### src/rtl/mult_div_unit.sv
// Iterative multiply/divide unit with HI/LO result registers.
// One bit per cycle: shift-add for multiply, restoring shift-subtract for divide.
module mult_div_unit #(
  parameter int WIDTH = 32
) (
  input  logic             clk,
  input  logic             rst,
  input  logic             start,
  input  logic [1:0]       op,
  input  logic [WIDTH-1:0] a,
  input  logic [WIDTH-1:0] b,
  input  logic             hi_we,
  input  logic             lo_we,
  input  logic [WIDTH-1:0] wdata,
  output logic             busy,
  output logic             done,
  output logic [WIDTH-1:0] hi,
  output logic [WIDTH-1:0] lo
);

  localparam int CNT_W = $clog2(WIDTH);
  localparam logic [CNT_W-1:0] LAST = CNT_W'(WIDTH - 1);

  localparam logic [1:0] IDLE = 2'd0;
  localparam logic [1:0] CALC = 2'd1;
  localparam logic [1:0] SIGN = 2'd2;

  logic [1:0]         state;
  logic [CNT_W-1:0]   cnt;
  logic               is_div;
  logic               neg_q;
  logic               neg_r;
  logic [WIDTH-1:0]   opnd;
  logic [2*WIDTH-1:0] acc;

  logic               a_neg;
  logic               b_neg;
  logic [WIDTH-1:0]   abs_a;
  logic [WIDTH-1:0]   abs_b;
  logic [WIDTH:0]     add_sum;
  logic [WIDTH:0]     shifted;
  logic [WIDTH:0]     diff;
  logic [2*WIDTH-1:0] acc_next;
  logic [2*WIDTH-1:0] prod_fix;
  logic [WIDTH-1:0]   quot_fix;
  logic [WIDTH-1:0]   rem_fix;
  logic [WIDTH-1:0]   res_hi;
  logic [WIDTH-1:0]   res_lo;

  assign busy = (state != IDLE);

  // Signed ops work on magnitudes; the sign flags restore the result in SIGN.
  always_comb begin
    a_neg = ~op[0] & a[WIDTH-1];
    b_neg = ~op[0] & b[WIDTH-1];
    abs_a = a_neg ? -a : a;
    abs_b = b_neg ? -b : b;
  end

  // acc holds {partial product, multiplier} or {remainder, quotient/dividend}.
  always_comb begin
    add_sum  = {1'b0, acc[2*WIDTH-1:WIDTH]} + {1'b0, (acc[0] ? opnd : {WIDTH{1'b0}})};
    shifted  = {acc[2*WIDTH-1:WIDTH], acc[WIDTH-1]};
    diff     = shifted - {1'b0, opnd};
    acc_next = {add_sum, acc[WIDTH-1:1]};
    if (is_div) begin
      if (!diff[WIDTH]) begin
        acc_next = {diff[WIDTH-1:0], acc[WIDTH-2:0], 1'b1};
      end else begin
        acc_next = {shifted[WIDTH-1:0], acc[WIDTH-2:0], 1'b0};
      end
    end
  end

  // Divide by zero yields all-ones quotient; the remainder is then the original dividend.
  always_comb begin
    prod_fix = neg_q ? -acc : acc;
    quot_fix = neg_q ? -acc[WIDTH-1:0] : acc[WIDTH-1:0];
    rem_fix  = neg_r ? -acc[2*WIDTH-1:WIDTH] : acc[2*WIDTH-1:WIDTH];
    res_hi   = prod_fix[2*WIDTH-1:WIDTH];
    res_lo   = prod_fix[WIDTH-1:0];
    if (is_div) begin
      res_hi = rem_fix;
      res_lo = (opnd == '0) ? {WIDTH{1'b1}} : quot_fix;
    end
  end

  always_ff @(posedge clk) begin
    if (rst) begin
      state  <= IDLE;
      cnt    <= '0;
      is_div <= 1'b0;
      neg_q  <= 1'b0;
      neg_r  <= 1'b0;
      opnd   <= '0;
      acc    <= '0;
      done   <= 1'b0;
      hi     <= '0;
      lo     <= '0;
    end else begin
      done <= 1'b0;
      case (state)
        IDLE: begin
          if (start) begin
            is_div <= op[1];
            neg_q  <= a_neg ^ b_neg;
            neg_r  <= a_neg;
            opnd   <= op[1] ? abs_b : abs_a;
            acc    <= {{WIDTH{1'b0}}, (op[1] ? abs_a : abs_b)};
            cnt    <= '0;
            state  <= CALC;
          end else begin
            if (hi_we) hi <= wdata;
            if (lo_we) lo <= wdata;
          end
        end
        CALC: begin
          acc <= acc_next;
          cnt <= cnt + 1'b1;
          if (cnt == LAST) state <= SIGN;
        end
        SIGN: begin
          hi    <= res_hi;
          lo    <= res_lo;
          done  <= 1'b1;
          state <= IDLE;
        end
        default: state <= IDLE;
      endcase
    end
  end

endmodule
### config.mk
export PLATFORM = sky130hd
export DESIGN_NAME = mult_div_unit
export DESIGN_NICKNAME = d
export VERILOG_FILES = /design/src/rtl/mult_div_unit.sv
export SDC_FILE = /design/constraint.sdc
export NUM_CORES = 1
export LEC_CHECK = 0
export ABC_AREA = 0
export CORE_UTILIZATION = 45
export DETAILED_ROUTE_END_ITERATION = 8
export HOLD_SLACK_MARGIN = 0.08
export PLACE_DENSITY = 0.64
export SETUP_SLACK_MARGIN = 0.2
export SLEW_MARGIN = 20
export SYNTH_ARGS = -nofsm -noshare
export SYNTH_HDL_FRONTEND = slang
export SYNTH_SLANG_ARGS = --single-unit
### constraint.sdc
create_clock -name clk -period 9.24 [get_ports clk]
set_clock_uncertainty 0.15 [all_clocks]
set_input_delay 1.386 -clock clk [delete_from_list [all_inputs] [get_ports clk]]
set_output_delay 1.386 -clock clk [all_outputs]
set_load 0.05 [all_outputs]
# Word level (Yosys, flattened, before mapping)
# Cells that the tools add are included.
word_totals:
  reg_bits: 171
  in_bits: 103
  out_inout_bits: 66
  wordCells: 67
op_classes:
  add_sub_neg: 8
  n_eq_ne: 8
  n_mux: 27
  n_bitwise: 4
  n_reduce_logical: 10
ops:
  columns: ["op", "count"]
  rows:
  - ["32-bit 2-to-1 mux", 14]
  - ["64-bit 2-to-1 mux", 4]
  - ["32-bit negator", 4]
  - ["32-bit one-hot mux with 2 select lines", 2]
  - ["64-bit one-hot mux with 2 select lines", 1]
  - ["64-bit negator", 1]
  - ["32-bit by 32-bit adder with 33-bit output", 1]
  - ["33-bit by 32-bit subtractor with 33-bit output", 1]
  - ["32-bit logical NOT", 1]
  - ["2-bit inequality test, second input constant", 5]
  - ["5-bit one-hot mux with 2 select lines", 1]
  - ["2-bit AND reduction", 3]
  - ["3-bit AND reduction", 2]
  - ["2-bit nonzero test", 3]
  - ["5-bit by 1-bit adder with 5-bit output, second input constant", 1]
  - ["5-bit == test, second input constant", 1]
  - ["5-bit 2-to-1 mux", 1]
  - ["2-bit 2-to-1 mux", 2]
  - ["2-bit one-hot mux with 2 select lines", 1]
  - ["1-bit AND", 2]
  - ["2-bit by 1-bit == test with 1-bit output, second input constant", 1]
  - ["2-bit == test, second input constant", 1]
  - ["2-bit logical NOT", 1]
  - ["1-bit 2-to-1 mux", 1]
  - ["other kinds (2)", 2]

# Depth between registers and ports, before layout
# Gate-level depths: netlist (run 1).
depth:
  word_depth: 6
  depth_mapped: 14
  mapped_depth_nobuf: 12

# Least setup slack after synthesis (run 1)
# No wires, ideal clock.
synth_timing:
  path_type: "input -> register"
  start: "input port a[1]"
  end: "register acc[24]"
  setup_ps: 122
  arrival_time_ps: 3618
  t_required_ps: 8968
  setup_slack_ps: 5350
  cell_stages: 9
  path_buffers: 0
  path_cell_list: "inv_1 ha_1 or4b_2 nor4_1 and2_1 a21oi_1 xnor2_1 o21ai_0 a221o_1"
synth_via:
  elab_chain_cells: 5
synth_rtl:
  columns: ["element", "line_no", "text"]
  rows:
  - ["from (decl)", "10", "input logic [WIDTH-1:0] a,"]
  - ["32-bit negator", "56", "abs_a = a_neg ? -a : a;"]
  - ["32-bit 2-to-1 mux", "56", null]
  - ["32-bit 2-to-1 mux", "109", "acc <= {{WIDTH{1'b0}}, (op[1] ? abs_a : abs_b)};"]
  - ["64-bit 2-to-1 mux", "104", "if (start) begin"]
  - ["64-bit one-hot mux with 2 select lines", "102", "case (state)"]
  - ["to (signal assigned)", "109", null]
  - ["to (signal assigned)", "118", "acc <= acc_next;"]
  - ["to (decl)", "34", "logic [2*WIDTH-1:0] acc;"]
# No other way between the ends. The select of a mux whose other input is x is not followed.
# A chain may end at the register's enable or synchronous reset.

# Final worst setup path (run 1)
layout_timing:
  start: "input port b[0]"
  end: "register acc[26]"
layout_via:
  elab_chain_cells: 5
layout_rtl:
  columns: ["element", "line_no", "text"]
  rows:
  - ["from (decl)", "11", "input logic [WIDTH-1:0] b,"]
  - ["32-bit negator", "57", "abs_b = b_neg ? -b : b;"]
  - ["32-bit 2-to-1 mux", "57", null]
  - ["32-bit 2-to-1 mux", "109", null]
  - ["64-bit 2-to-1 mux", "104", null]
  - ["64-bit one-hot mux with 2 select lines", "102", null]
# No other way between the ends. The select of a mux whose other input is x is not followed.

==> results of run 1 <==
[registers in the layout, summed over array words and instances (netlist names)]
| name | count |
|---|---|
| acc | 64 |
| hi | 32 |
| lo | 32 |
| opnd | 32 |
| cnt | 5 |
| state | 2 |
| done | 1 |
| is_div | 1 |
| neg_q | 1 |
| neg_r | 1 |
[routing by layer]
layer  vias to the layer above  part of all wire  track usage
met5                         -                 0            0
met4                         0             0.047       0.1603
met3                       132             0.079      0.04386
met2                       832              0.44       0.5325
met1                      7640              0.43       0.4536
li1                       7723                 -            -
[worst paths after layout]
kind                       start                   end  slack [ps]  cells past startpoint
max                         b[0]  acc[26]$_SDFFE_PP0P_        4830                     11
min           lo[6]$_SDFFE_PP0P_    lo[6]$_SDFFE_PP0P_         300                      2
max reg2reg  acc[0]$_SDFFE_PP0P_  acc[63]$_SDFFE_PP0P_        4990                     12
min reg2reg   lo[6]$_SDFFE_PP0P_    lo[6]$_SDFFE_PP0P_         300                      2
[power by group through the flow]
stage	clock (mW)	combinational [mW]	sequential [mW]
final	0.743	0.839	0.857
after global routing	0.776	0.907	0.862
after CTS	0.747	0.825	0.854
after detailed placement	0	0.821	0.871
after global placement	0	0.814	0.870
after floorplan	0	0.538	0.874
[cell type report]
type                            count  share of cell area
Multi-Input combinational cell   1679              0.6191
Sequential cell                   171              0.1961
Timing Repair Buffer              189              0.1049
Tap cell                          442             0.03166
Clock buffer                       17             0.02436
Inverter                           65             0.01397
Clock inverter                     15            0.009885
Antenna cell                        1           0.0001433
[cells by family (layout without fill, tap and decap cells)]
| group | Yosys count | after routing | share of synthesized area |
|---|---|---|---|
| AND/OR/NAND/NOR | 692 | 692 | 0.2227 |
| AO/OA/AOI/OAI | 682 | 682 | 0.2936 |
| buffers and inverters | 202 | 286 | 0.05102 |
| flip-flops | 171 | 171 | 0.2288 |
| XOR/XNOR | 163 | 163 | 0.09543 |
| adder cells (fa/ha/maj) | 72 | 72 | 0.06122 |
| multiplexers | 70 | 70 | 0.04726 |
| other | 0 | 1 | 0 |
[cell usage in the layout (no fill, tap or decap), drive strengths merged, types with 10 or more instances in the layout]
cell	n
o21bai	10
nor4	22
o21ai	118
clkdlybuf4s50	166
o221ai	23
a221oi	12
nand3	44
nand4	15
a21oi	223
nand2	185
o41ai	11
or4	22
clkbuf	17
and2	14
a22oi	16
nor2b	22
nor2	219
a211oi	67
xor2	62
a21o	25
or3	21
mux2i	65
buf	23
o211ai	37
ha	70
nor3	56
a31oi	28
xnor2	101
o31ai	33
dfxtp	171
nand2b	23
inv	72
[stage by stage]
stage	utilization	area, um^2	instances	setup slack, ps
final	0.5355	17470	2579	4835
after global routing	0.5354	17460	2578	4550
after CTS	0.5353	17460	2578	4895
after detailed placement	0.5169	16860	2546	4419
after global placement	0.5169	16860	2546	4473
after floorplan	-	14960	2052	5350
[critical path: stages]
cell,delay [ps]
clkdlybuf4s50_1,480
inv_1,90
ha_1,180
or4b_2,650
nor4_1,560
and2_1,390
a21oi_1,130
xor2_1,190
o21ai_0,190
a21oi_1,60
a221o_1,290
==> flow_summary.toml, run 1 <==
[final_layout]
drive_above_1_share = 0.04448
area_growth_pct = 16.76
final-seq-area_mm2 = 0.003425
fillers = 3197
multiInputGateArea_mm2 = 0.01081
final_nets = 2298

[clocking]
h-tree-depth = 4
cts_buffers = 17
cts_post_setup_buffers_inserted = 0
clk_path_buf_depth = 2
cts_sinks = 171
postCtsHoldBufs = 0
clockRootBuffer = "clkbuf_16"
clk_pin_slew_ps = 80
clock_latency_ps = 450
cts_resized = 0
cts_tree = "yes"

[global_routing]
grt_pass1_wl_um = 87960
grt_pass1_vias = 15060
antenna_found_initial = 0
grt_max_degree = 75
grt-ovfl-total = 0
track_usage = 0.3376

[pwr]
clkPwrFrac = 0.304
leakagePower_nw = 6.498
p_comb_frac = 0.344
sequentialPowerShare = 0.351
switching_share = 0.4001
switching_power_mw = 0.9759
irDropWorstVdd_uv = 135.1
power_mw = 2.439
power.internal_mw = 1.463
power.density_mw_per_mm2 = 139.6

[synth]
seq_area_frac_synth = 0.2288
yosysTopAreaCellShare = 0.2288
syn_avg_cell_area_um2 = 7.290
synthCells = 2052
syn_area_mm2 = 0.01496
synthArstFlopShare = 0
netlist_top_cells_area = "dfxtp_1, a21oi_1, xnor2_1, ha_1, nor2_1"
yosysMostFrequentCell = "a21oi_1"
synth_largest_area_cell = "dfxtp_1"
yosysWarnings = 0
synth.distinct_cells = 77
synth_flop_cell = "dfxtp_1"
ys_ff_latch = 171
synth_nets = 2227
netlist_top_cells_count = "a21oi_1, nor2_1, nand2_1"
synth_edf_count = 0

[outcome]
status = "completed"

[detailed_routing]
via_count = 16330
drc_errors = 0
wire_per_inst_um = 22.42
antenna_left = 0
drtIter0Drc = 1653
first_pass_iters = 6
drt-total-wl_um = 57820
vias_per_cell = 6.331

[min_path]
min_path_type = "reg2reg"

[sta]
rsz0062_at_grt = "no"
slew_headroom = 0.2517
setup_tns_ps = 0
worst_slew_pin_slew_ps = 1122
fmax_mhz = 227.0
holdWs_ps = 303.1
finalCritPeriodShare = 0.4768
layout_min_cycle_time_ps = 4405
final_max_slew_viol_count = 0
setup_viol = 0
hold_violations = 0

[place]
port_buffers = 168
gp_congestion = 0.9797
dp_hpwl_um = 44370

[die]
rows = 66
core-area_mm2 = 0.03262
dieArea_mm2 = 0.03398
die_w_um = 184.3
die_h_um = 184.3
ioPinCount = 169
start_util = 0.4586

[run]
cap_violations = 0

[worst_setup_path]
crit_type = "in2reg"
cp.required_ps = 9430
critPathCaptureType = "flip-flop"
crit_fanout = 5
startpoint_type = "input port"
critPathArrivalTime_ps = 4600
No activity file was read; power rests on OpenSTA's default activity.
==> run 2: changes to the inputs <==
--- a/config.mk
+++ b/config.mk
@@ -9,7 +9,7 @@
 export CORE_UTILIZATION = 45
 export DETAILED_ROUTE_END_ITERATION = 8
 export HOLD_SLACK_MARGIN = 0.08
-export PLACE_DENSITY = 0.64
+export PLACE_DENSITY = 0.67
 export SETUP_SLACK_MARGIN = 0.2
 export SLEW_MARGIN = 20
 export SYNTH_ARGS = -nofsm -noshare
==> constraint.sdc (replaced) <==
create_clock -name clk -period 3.6 [get_ports clk]
set_clock_uncertainty 0.15 [all_clocks]
set_input_delay 0.54 -clock clk [delete_from_list [all_inputs] [get_ports clk]]
set_output_delay 0.54 -clock clk [all_outputs]
set_load 0.05 [all_outputs]
==> flow_summary.toml, run 2 (same netlist as run 1, synthesis figures left out) <==
[detailed_routing]
drt-total-wl_um = 61080
wire_per_inst_um = 22.52
first_pass_iters = 6
antenna_left = 0
via_count = 16990
vias_per_cell = 6.264
drc_errors = 0
drtIter0Drc = 1847

[global_routing]
use_met3 = 0.05710
met2_usage = 0.5588
antenna_found_initial = 0
track_usage = 0.3498
grt_max_degree = 66
grt_pass1_wl_um = 91130
grt_pass1_vias = 15660
grtUsageMet1 = 0.4585
grt_most_used_layer = "met2"
grt-ovfl-total = 0

[place]
port_buffers = 168
dp_hpwl_um = 47020
numPlacedInstances = 2668
gp_congestion = 0.9707

[die]
die_w_um = 184.3
core-area_mm2 = 0.03262
rows = 66
dieArea_mm2 = 0.03398
ioPinCount = 169
die_h_um = 184.3
start_util = 0.4586

[clocking]
clockRootBuffer = "clkbuf_16"
h-tree-depth = 4
cts_tree = "yes"
clk_path_buf_depth = 2
cts_sinks = 171
clock_latency_ps = 450
cts_buffers = 17
clk_pin_slew_ps = 80

[final_layout]
area_growth_pct = 25.06
final_cell_mix = "a21oi_1, nor2_1, nand2_1, dfxtp_1, clkdlybuf4s50_1"
antenna_cells = 0
final_common_cell = "a21oi_1"
drive_above_1_share = 0.1137
instances_no_fill = 2712
top_register = "acc"
fin_util = 0.5735
largest_reg_flops = 64
final_nets = 2432

[min_path]
hold_end = "lo[12]$_SDFFE_PP0P_"
holdPathStages = 2
hp-start = "lo[12]$_SDFFE_PP0P_"
min_path_type = "reg2reg"

[sta]
worst_slew_pin_slew_ps = 878.8
slew_headroom = 0.4141
hold_violations = 0
final_max_slew_viol_count = 0
finalCritPeriodShare = 0.9392
setup_viol = 0
fmax_mhz = 295.8
rsz0062_at_grt = "no"
layout_min_cycle_time_ps = 3381

[pwr]
p_comb_frac = 0.377
clkPwrFrac = 0.301
sequentialPowerShare = 0.322
irDropWorstVdd_uv = 359.7
power.density_mw_per_mm2 = 354.5
leakagePower_nw = 7.219
power.internal_mw = 4.013
switching_power_mw = 2.620
switching_share = 0.3950

[worst_setup_path]
crit_fanout = 8
r2r-end = "acc[32]$_SDFFE_PP0P_"
cp.required_ps = 3780
crit_type = "reg2reg"
reg2reg_slack_ps = 220
reg2regPathDepth = 12
startpoint_type = "flip-flop"
critPathArrivalTime_ps = 3560
critPathCaptureType = "flip-flop"
worstReg2RegStart = "opnd[5]$_SDFFE_PP0P_"

[run]
cap_violations = 0

[outcome]
status = "completed"
[run 2: cell count changes in the layout (fill, tap and decap cells not counted), moves of 4 or more]
cell	before	now
buf_4	22	150
buf_12	0	4
ha_1	70	59
a211oi_1	66	62
ha_2	0	8
a211oi_2	1	5
o21ai_0	114	110
[run 2: stage by stage]
stage / area (um^2) / setup slack [ps] / hold WS (ps) / setup TNS, ps / total power, mW
after floorplan: 14960 / 230.4 / 281.9 / 0 / 3.622
after global placement: 17820 / 0.4152 / 291.3 / 0 / 4.484
after detailed placement: 17820 / -57.97 / 297.3 / -142.5 / 4.508
after CTS: 18480 / 212.6 / 308.0 / 0 / 6.490
after global routing: 18710 / 158.4 / 324.2 / 0 / 6.885
final: 18710 / 219.0 / 306.3 / 0 / 6.633
[run 2: power by group through the flow]
stage | Clock, mW | Sequential, mW | Combinational [mW]
after detailed placement | 0 | 2.17 | 2.33
after floorplan | 0 | 2.24 | 1.38
after global routing | 2.08 | 2.15 | 2.66
final | 2.00 | 2.14 | 2.50
after CTS | 2.01 | 2.13 | 2.35
after global placement | 0 | 2.17 | 2.31
[run 2: layout make-up]
| cell class | count | area [um^2] |
|---|---|---|
| multi-input combinational | 1679 | 10950 |
| fill | 3081 | 13910 |
| tap | 442 | 553.0 |
| inverter | 65 | 244.0 |
| sequential | 171 | 3428 |
| timing repair buffer | 323 | 2909 |
| clock inverter | 15 | 200.2 |
| clock buffer | 17 | 425.4 |
[run 2: metal layers]
metal,share of wire,up-vias
met4,0.047,0
met1,0.42,7972
li1,-,7967
met3,0.088,144
met2,0.45,904
met5,0,-
[run 2: what timing repair did]
item / CTS / global route
setup endpoints to repair: 8 / 35
hold endpoints to repair: 0 / 0
resized for setup: 4 / 39
hold buffers: 0 / 0
buffers inserted: 3 / 8
gates cloned: 0 / 1
pin swaps: 2 / 8
[run 2: critical path, stage by stage (launching register included)]
cell	delay [ps]
dfxtp_1	380
inv_1	110
ha_1	400
a21oi_1	280
nand2_1	140
o211ai_1	370
buf_4	180
nand4_1	150
o211ai_1	250
clkbuf_16	250
buf_4	210
o21ai_0	100
a221o_1	300
[run 2: worst max path at each step]
stage,start,endpoint,slack (ps),cells after the start
2_1_floorplan,acc[0]$_SDFFE_PP0P_,acc[61]$_SDFFE_PP0P_,230,13
3_3_place_gp,b[0],acc[30]$_SDFFE_PP0P_,0.4,12
3_5_place_dp,a[1],acc[24]$_SDFFE_PP0P_,-60,10
4_1_cts,acc[0]$_SDFFE_PP0P_,acc[63]$_SDFFE_PP0P_,210,12
5_1_grt,opnd[5]$_SDFFE_PP0P_,acc[32]$_SDFFE_PP0P_,160,12
6_report,opnd[5]$_SDFFE_PP0P_,acc[32]$_SDFFE_PP0P_,220,12
